**config.mk**
```make
export PLATFORM = sky130hd
export DESIGN_NAME = row_projector
export DESIGN_NICKNAME = d
export VERILOG_FILES = /design/src/rtl/row_projector.sv
export SDC_FILE = /design/constraint.sdc
export NUM_CORES = 1
export LEC_CHECK = 0
export BUFFER_PORTS_ARGS = -buffer_cell sky130_fd_sc_hd__buf_2
export CAP_MARGIN = 5
export CORE_MARGIN = 2
export CORE_UTILIZATION = 50
export DETAILED_ROUTE_END_ITERATION = 10
export GPL_TIMING_DRIVEN = 0
export PLACE_DENSITY = 0.78
export SETUP_SLACK_MARGIN = 0.3
export SLEW_MARGIN = 10
export SYNTH_ARGS = -nofsm -noshare
export SYNTH_HDL_FRONTEND = slang
export SYNTH_SLANG_ARGS = --single-unit
```
**constraint.sdc**
```tcl
create_clock -name ACLK -period 9.4 [get_ports ACLK]
set_clock_uncertainty 0.2 [all_clocks]
set_input_delay 1.88 -clock ACLK [delete_from_list [all_inputs] [get_ports ACLK]]
set_output_delay 1.88 -clock ACLK [all_outputs]
set_load 0.05 [all_outputs]
```
**src/rtl/row_projector.sv**
```systemverilog
// -----------------------------------------------------------------------------
// row_projector
//
// Streaming column-window projection stage. It consumes row beats from the
// fetch unit, keeps the contiguous window of C words starting at column F of
// every R-word row, and emits those words on a single registered output stage.
// The block counts words and rows, pulses done when a job has fully drained,
// and raises a sticky error for a bad configuration or an s_last framing
// mismatch.
//
// Ports
//   ACLK, ARESETN      clock, synchronous active-low reset
//   cfg_start          one-cycle job start pulse (ignored while busy)
//   cfg_row_words      R, words per row
//   cfg_col_first      F, first kept column
//   cfg_col_words      C, kept columns per row
//   cfg_num_rows       N, rows in the job
//   s_data/s_valid/s_last/s_ready   input beat stream
//   m_data/m_valid/m_last/m_ready   projected output stream
//   busy, done, error  job status
//   dbg_state          current FSM state (IDLE=0, RUN=1, FLUSH=2)
//
// Handshake: on both streams a word transfers on a rising edge where
// valid && ready are both 1. A producer holds valid and payload stable until
// the transfer; ready may depend combinationally on the consumer's state and
// on m_ready, but never on s_valid.
// -----------------------------------------------------------------------------
module row_projector #(
   parameter int DATA_WIDTH = 32,
   parameter int ROW_W      = 8,
   parameter int NROW_W     = 16
) (
   input  logic                  ACLK,
   input  logic                  ARESETN,
   input  logic                  cfg_start,
   input  logic [ROW_W-1:0]      cfg_row_words,
   input  logic [ROW_W-1:0]      cfg_col_first,
   input  logic [ROW_W-1:0]      cfg_col_words,
   input  logic [NROW_W-1:0]     cfg_num_rows,
   input  logic [DATA_WIDTH-1:0] s_data,
   input  logic                  s_valid,
   input  logic                  s_last,
   output logic                  s_ready,
   output logic [DATA_WIDTH-1:0] m_data,
   output logic                  m_valid,
   output logic                  m_last,
   input  logic                  m_ready,
   output logic                  busy,
   output logic                  done,
   output logic                  error,
   output logic [1:0]            dbg_state
);

   localparam logic [1:0] ST_IDLE  = 2'd0;
   localparam logic [1:0] ST_RUN   = 2'd1;
   localparam logic [1:0] ST_FLUSH = 2'd2;

   logic [1:0]            state_q,    state_d;
   logic [ROW_W-1:0]      r_q,        r_d;
   logic [ROW_W-1:0]      f_q,        f_d;
   logic [ROW_W-1:0]      c_q,        c_d;
   logic [NROW_W-1:0]     n_q,        n_d;
   logic [ROW_W-1:0]      word_idx_q, word_idx_d;
   logic [NROW_W-1:0]     row_idx_q,  row_idx_d;
   logic [DATA_WIDTH-1:0] m_data_q,   m_data_d;
   logic                  m_valid_q,  m_valid_d;
   logic                  m_last_q,   m_last_d;
   logic                  done_q,     done_d;
   logic                  error_q,    error_d;

   logic                  accept;
   logic                  keep;
   logic                  last_row;
   logic                  row_end;
   logic                  final_beat;
   logic                  cfg_bad;
   logic [ROW_W:0]        win_end;     // F+C, one bit wider so it cannot wrap
   logic [ROW_W:0]        cfg_win_end;
   logic [ROW_W:0]        word_ext;

   // Dropped beats also wait for the output register to be free; this keeps
   // s_ready independent of the current word's column position.
   assign s_ready    = (state_q == ST_RUN) && (!m_valid_q || m_ready);
   assign accept     = s_valid && s_ready;

   assign win_end    = {1'b0, f_q} + {1'b0, c_q};
   assign word_ext   = {1'b0, word_idx_q};
   assign keep       = (word_ext >= {1'b0, f_q}) && (word_ext < win_end);
   assign row_end    = (word_idx_q == r_q - 1'b1);
   assign last_row   = (row_idx_q == n_q - 1'b1);
   assign final_beat = row_end && last_row;

   assign cfg_win_end = {1'b0, cfg_col_first} + {1'b0, cfg_col_words};
   assign cfg_bad     = (cfg_row_words == '0) || (cfg_col_words == '0) ||
                        (cfg_num_rows == '0) ||
                        (cfg_win_end > {1'b0, cfg_row_words});

   always_comb begin
      state_d    = state_q;
      r_d        = r_q;
      f_d        = f_q;
      c_d        = c_q;
      n_d        = n_q;
      word_idx_d = word_idx_q;
      row_idx_d  = row_idx_q;
      m_data_d   = m_data_q;
      m_valid_d  = m_valid_q;
      m_last_d   = m_last_q;
      done_d     = 1'b0;
      error_d    = error_q;

      // Output register: a forwarded beat reloads it (no bubble even when the
      // current word is handed off on the same edge); otherwise it empties
      // once downstream takes the word.
      if (accept && keep) begin
         m_data_d  = s_data;
         m_valid_d = 1'b1;
         m_last_d  = last_row && (word_ext == win_end - 1'b1);
      end else if (m_ready) begin
         m_valid_d = 1'b0;
         m_last_d  = 1'b0;
      end

      case (state_q)
         ST_IDLE: begin
            if (cfg_start) begin
               r_d        = cfg_row_words;
               f_d        = cfg_col_first;
               c_d        = cfg_col_words;
               n_d        = cfg_num_rows;
               word_idx_d = '0;
               row_idx_d  = '0;
               if (cfg_bad) begin
                  error_d = 1'b1;
                  done_d  = 1'b1;
               end else begin
                  error_d = 1'b0;
                  state_d = ST_RUN;
               end
            end
         end

         ST_RUN: begin
            if (accept) begin
               if (s_last != final_beat) begin
                  error_d = 1'b1;
               end
               if (row_end) begin
                  word_idx_d = '0;
                  row_idx_d  = final_beat ? '0 : row_idx_q + 1'b1;
               end else begin
                  word_idx_d = word_idx_q + 1'b1;
               end
               // Accept implies the register is empty after this edge unless
               // the final beat itself was forwarded, so only that case has
               // anything left to drain.
               if (final_beat) begin
                  if (keep) begin
                     state_d = ST_FLUSH;
                  end else begin
                     state_d = ST_IDLE;
                     done_d  = 1'b1;
                  end
               end
            end
         end

         ST_FLUSH: begin
            if (m_valid_q && m_ready) begin
               state_d = ST_IDLE;
               done_d  = 1'b1;
            end
         end

         default: begin
            state_d = ST_IDLE;
         end
      endcase
   end

   always_ff @(posedge ACLK) begin
      if (!ARESETN) begin
         state_q    <= ST_IDLE;
         r_q        <= '0;
         f_q        <= '0;
         c_q        <= '0;
         n_q        <= '0;
         word_idx_q <= '0;
         row_idx_q  <= '0;
         m_data_q   <= '0;
         m_valid_q  <= 1'b0;
         m_last_q   <= 1'b0;
         done_q     <= 1'b0;
         error_q    <= 1'b0;
      end else begin
         state_q    <= state_d;
         r_q        <= r_d;
         f_q        <= f_d;
         c_q        <= c_d;
         n_q        <= n_d;
         word_idx_q <= word_idx_d;
         row_idx_q  <= row_idx_d;
         m_data_q   <= m_data_d;
         m_valid_q  <= m_valid_d;
         m_last_q   <= m_last_d;
         done_q     <= done_d;
         error_q    <= error_d;
      end
   end

   assign m_data    = m_data_q;
   assign m_valid   = m_valid_q;
   assign m_last    = m_last_q;
   assign busy      = (state_q != ST_IDLE);
   assign done      = done_q;
   assign error     = error_q;
   assign dbg_state = state_q;

endmodule

```
==> results.toml, run 1 <==
[run_status]
status = "completed"

[final_layout]
num-fill-cells = 1170
n_antenna_cell = 0
drive_gt1_frac = 0.163
fin_nets = 1064
fin_area_um2 = 7710
area_delta_synth_final_pct = 16.9
layoutNonFillerInstCount = 1118
fin_util = 0.604

[routing]
drtPass1Iterations = 5
avgRoutedWirePerCell_um = 15.0
via_per_inst = 5.46
vias = 6102
routed_wl_um = 16800
drt_first_iter_violations = 288
ant_nets = 0
drc = 0

[worst_setup_path]
end_kind = "register"
crit_arrival_ns = 5.21
cp_max_fo = 3
worst_setup_path_start_kind = "input port"
required_ns = 9.40
crit_type = "in2reg"

[placement]
place_ws_ns = 3.86
port_buffers = 117
place_hpwl_um = 13100
finalWeightedCongestion = 0.912
place_area_um2 = 7400
placed_cells = 1102

[floorplanning]
ios = 118
die_w_um = 119
die_area_um2 = 14100
die_y_um = 119
fp.coreArea_um2 = 12800
row_count = 41
start_util = 0.516

[min_path]
hold_path_class = "reg2reg"

[timing]
max_freq_mhz = 192
slew_headroom = 0.330
setup_violations = 0
fin_tns_setup_ns = 0
final_hold_viol_count = 0
timing.final.crit_share = 0.554
setup_slack_ns = 4.19
min_period_ns = 5.21
drv_slew = 0
worst_pin_slew_ns = 0.980
rsz0062_at_grt = "false"

[pwr]
clockPowerShare = 0.326
peakVddDrop_v = 0.000115
switching_share = 0.342
p_comb_frac = 0.274
p_sw_mw = 0.404
p_leak_nw = 3.24
seqPwrFrac = 0.400
intPower_mw = 0.777
power_density_nw_per_um2 = 153

[synth]
yosysMostFrequentCell = "nand2_1"
synthCells = 813
synth_commonest_cells = "nand2_1, dfxtp_1, ha_1, inv_1, a21boi_0"
syn_area_um2 = 6600
synthArstFlopShare = 0
ys_seq_area_frac = 0.310
yosysWarnings = 0
synth_edf_count = 0
synth.distinct_cells = 67
yosysTopAreaCell = "dfxtp_1"
avgSynthCellArea_um2 = 8.11
synth_top_flop_cell = "dfxtp_1"
syn-num-nets = 936
synth_top_area_frac = 0.310
yosys-top-cells-area = "dfxtp_1, nand2_1, ha_1, mux2i_1, xnor2_1"
synth_seq_cells = 102

[clock_network]
cts_max_level = 3
hold_buffers = 0
cts_setup_buffers = 0
cts_resized = 0
cts_tree = "built"
cts_sinks = 102
root_buffer = "clkbuf_16"
clkSlewWorstSetupHoldPaths_ns = 0.08
clkLatencyLatePin_ns = 0.36
numCtsBuffers = 9
cts_buffer_depth = 2

[global_route]
antenna_found_initial = 0
grt_first_pass_wirelength_um = 28300
grt.overflow.total = 0
grt_pass1_vias = 5954
grt_max_degree = 22
grt_usage = 0.245

[run]
cap_viol_max_count = 0
[layout by cell type, fill, tap and decap left out, types with 13 or more instances in the layout]
cell      instances
a21boi_0         42
a21oi_1          17
buf_2           120
clkbuf_1         33
dfxtp_1         102
ha_1             43
inv_1            43
mux2i_1          37
nand2_1         176
nand3_1          16
nor2_1           31
nor3_1           13
nor3b_1          19
nor4_1           15
o21ai_0          20
xnor2_1          39
xor2_1           23
[worst max-delay path: stages]
cell,delay (ns)
buf_2,0.11
ha_1,0.16
inv_1,0.05
fa_1,0.41
inv_1,0.08
a21oi_1,0.06
o21ai_0,0.28
a21oi_1,0.12
o21bai_1,0.22
xor2_1,0.18
ha_1,0.27
a21oi_1,0.14
nor2b_1,0.06
o22ai_1,0.16
nand4_1,0.11
a311oi_1,0.47
o32a_1,0.29
a21boi_0,0.15
[logic make-up (layout without fill, tap and decap cells)]
group	count (synthesis)	after routing	share of synthesized area
xor gates and xnor gates	64	64	0.0892
AOI/OAI and AO/OA	140	140	0.154
adders and majority gates	45	45	0.0877
muxes	37	37	0.0562
DFF	102	102	0.310
buffers and inverters	83	216	0.0505
and+or+nand+nor	342	342	0.253
[routing by layer]
layer / vias up / wire [µm] / global-route usage
met5: - / 0 / 0
li1: 3087 / - / -
met4: 0 / 330 / 0.0774
met3: 21 / 1090 / 0.0532
met2: 171 / 7450 / 0.402
met1: 2823 / 7960 / 0.320
[power groups by stage]
stage	Clock [mW]	Sequential, mW	Combinational (mW)
finish	0.385	0.473	0.324
global route	0.406	0.476	0.362
CTS	0.391	0.473	0.322
detailed placement	0	0.483	0.319
global placement	0	0.482	0.314
floorplan	0	0.496	0.220
[cell type report]
class                   count  area, µm²  share of cell area
plain buffers              40        171              0.0222
clock buffers               9        225              0.0292
clock inverters             7       88.8              0.0115
inverters                  43        161              0.0209
multi-input cells         628       4220               0.547
flip-flops and latches    102       2040               0.265
well taps                 172        215              0.0279
repair buffers            117        586              0.0759
[flip-flops by register name, summed over array words and instances (netlist names)]
| register | flops |
|---|---|
| n_q | 16 |
| r_q | 8 |
| done | 1 |
| dbg_state | 2 |
| m_data | 32 |
| f_q | 8 |
| c_q | 8 |
| m_valid | 1 |
| m_last | 1 |
| row_idx_q | 16 |
| word_idx_q | 8 |
| error | 1 |
[path summary, 6_finish.rpt]
path | endpoint | slack (ns) | depth (start not counted) | start
max | done | 4.19 | 18 | cfg_col_first[0]
min | m_data[8] | 0.26 | 2 | m_data[8]
max reg2reg | m_data[4] | 5.17 | 15 | f_q[0]
min reg2reg | m_data[8] | 0.26 | 2 | m_data[8]
[stage by stage]
| step | hold slack (ns) | total power, mW |
|---|---|---|
| floorplan | 0.247 | 0.716 |
| global placement | 0.238 | 0.796 |
| detailed placement | 0.245 | 0.802 |
| CTS | 0.260 | 1.19 |
| global route | 0.278 | 1.24 |
| finish | 0.259 | 1.18 |
Power figures use the tool's default switching activity.
==> inputs of run 2 (changes only) <==
--- a/config.mk
+++ b/config.mk
@@ -5,6 +5,7 @@
 export SDC_FILE = /design/constraint.sdc
 export NUM_CORES = 1
 export LEC_CHECK = 0
+export ABC_AREA = 1
 export BUFFER_PORTS_ARGS = -buffer_cell sky130_fd_sc_hd__buf_2
 export CAP_MARGIN = 5
 export CORE_MARGIN = 2
==> constraint.sdc (replaced) <==
create_clock -name ACLK -period 5.2 [get_ports ACLK]
set_clock_uncertainty 0.2 [all_clocks]
set_input_delay 1.04 -clock ACLK [delete_from_list [all_inputs] [get_ports ACLK]]
set_output_delay 1.04 -clock ACLK [all_outputs]
set_load 0.05 [all_outputs]
==> run 2 against run 1 <==
- sequential power increased by 120%
- global-route usage increased by 0.17 points
- non-clock buffer count decreased by 15
- die area increased by 0.16%
- largest cell class unchanged
==> results.toml, run 2 <==
[synth]
syn-num-nets = 1108
synth.distinct_cells = 46
syn_area_um2 = 6610
yosys-top-cells-area = "dfxtp_1, nand2_1, ha_1, inv_1, a21oi_1"
yosysTopAreaCell = "dfxtp_1"
synth_seq_cells = 102
avgSynthCellArea_um2 = 6.71
synthArstFlopShare = 0
synth_top_area_frac = 0.309
synth_edf_count = 0
yosysWarnings = 0
synthCells = 985
yosysMostFrequentCell = "nand2_1"
synth_commonest_cells = "nand2_1, inv_1, nor2_1, dfxtp_1, a21oi_1"
ys_seq_area_frac = 0.309
synth_top_flop_cell = "dfxtp_1"

[timing]
min_period_ns = 3.98
drv_slew = 0
rsz0062_at_grt = "false"
final_hold_viol_count = 0
slew_headroom = 0.658
fin_tns_setup_ns = 0
max_freq_mhz = 251
timing.final.crit_share = 0.766
setup_violations = 0
worst_pin_slew_ns = 0.513

[final_layout]
largest_register_ffs = 32
mostFrequentLayoutCell = "nand2_1"
fin_nets = 1235
drive_gt1_frac = 0.164
fin_util = 0.601
n_antenna_cell = 0
layoutNonFillerInstCount = 1289
final_cell_mix = "nand2_1, buf_2, inv_1, nor2_1, dfxtp_1"
area_delta_synth_final_pct = 16.2

[clock_network]
cts_resized = 0
clkLatencyLatePin_ns = 0.35
cts_sinks = 102
root_buffer = "clkbuf_16"
hold_buffers = 0
cts_setup_buffers = 0
clkSlewWorstSetupHoldPaths_ns = 0.07
cts_max_level = 3
numCtsBuffers = 9
cts_buffer_depth = 2
cts_tree = "built"

[pwr]
p_leak_nw = 3.70
power_density_nw_per_um2 = 463
peakVddDrop_v = 0.000238
total_power_mw = 3.55

[global_route]
antenna_found_initial = 0
grt_first_pass_wirelength_um = 28400
grt.overflow.total = 0
grt_usage = 0.246
grt_pass1_vias = 6247
grt_max_degree = 17

[worst_setup_path]
crit_type = "in2reg"
worst_setup_path_start_kind = "input port"
cp_max_fo = 3
crit_arrival_ns = 4.01
ff2ff_path_depth = 20
end_kind = "register"
required_ns = 5.23

[routing]
drtPass1Iterations = 5
vias = 6557
ant_nets = 0
via_per_inst = 5.09
routed_wl_um = 16800
avgRoutedWirePerCell_um = 13.0
drc = 0
drt_first_iter_violations = 304

[placement]
placed_cells = 1273
port_buffers = 116
place_hpwl_um = 13300
finalWeightedCongestion = 0.918

[floorplanning]
start_util = 0.517
die_y_um = 119
fp.coreArea_um2 = 12800
die_area_um2 = 14100
ios = 118
row_count = 41
die_w_um = 119

[min_path]
hold_path_class = "reg2reg"
min_delay_path_depth = 2

[run_status]
status = "completed"

[run]
cap_viol_max_count = 0
[run 2: critical path, stage by stage]
cell	delay, ns
buf_2	0.12
ha_1	0.16
inv_1	0.05
fa_1	0.40
o21ai_0	0.30
nand2_1	0.09
nand2_1	0.07
a21oi_1	0.09
xnor2_1	0.28
ha_1	0.31
nand2_1	0.09
inv_1	0.05
nand2_1	0.06
nand2_1	0.05
nand2_1	0.05
nand2_1	0.04
nand2_1	0.16
nand2_1	0.11
a21boi_0	0.24
nand3_1	0.11
nand2_1	0.09
nor2_1	0.04
[run 2: logic make-up (layout without fill, tap and decap cells)]
logic type      after synthesis  in the layout  synth area share
xor+xnor                     50             50            0.0663
buf+inv                     141            273            0.0892
flops                       102            102             0.309
compound gates              146            146             0.116
fa+ha+maj                    45             45            0.0875
simple gates                501            501             0.332
[run 2: final timing paths]
check | end | from | slack (ns)
hold / removal | m_data[6] | m_data[6] | 0.26
setup / recovery | dbg_state[1] | cfg_col_words[0] | 1.22
hold reg to reg | m_data[6] | m_data[6] | 0.26
setup reg to reg | m_data[27] | c_q[0] | 1.95
[run 2: routing by layer]
layer,vias to the layer above,global-route usage,share of wire
li1,3418,-,-
met5,-,0,0
met3,32,0.0546,0.040
met2,117,0.444,0.50
met1,2990,0.292,0.44
met4,0,0.0699,0.021
[run 2: report_power, final]
group	switching [mW]	internal, mW	total [mW]
logic	1.22	0.636	1.86
registers	0.135	0.921	1.06
clock network	0.301	0.336	0.638
total	1.66	1.89	3.55
[run 2: layout make-up]
class	count	area, µm²
timing repair buffer	116	581
multi-input combinational	742	3980
sequential	102	2040
clock buffer	10	239
inverter	115	433
clock inverter	6	36.3
buffer	26	156
fill	1262	5100
tap	172	215
[run 2: per-stage QoR]
stage	setup slack, ns	instance area (µm²)	hold slack [ns]
after floorplan	1.54	6610	0.254
after global routing	0.927	7680	0.278
after CTS	1.27	7680	0.263
after detailed placement	0.922	7400	0.253
final	1.22	7680	0.261
after global placement	0.943	7400	0.249
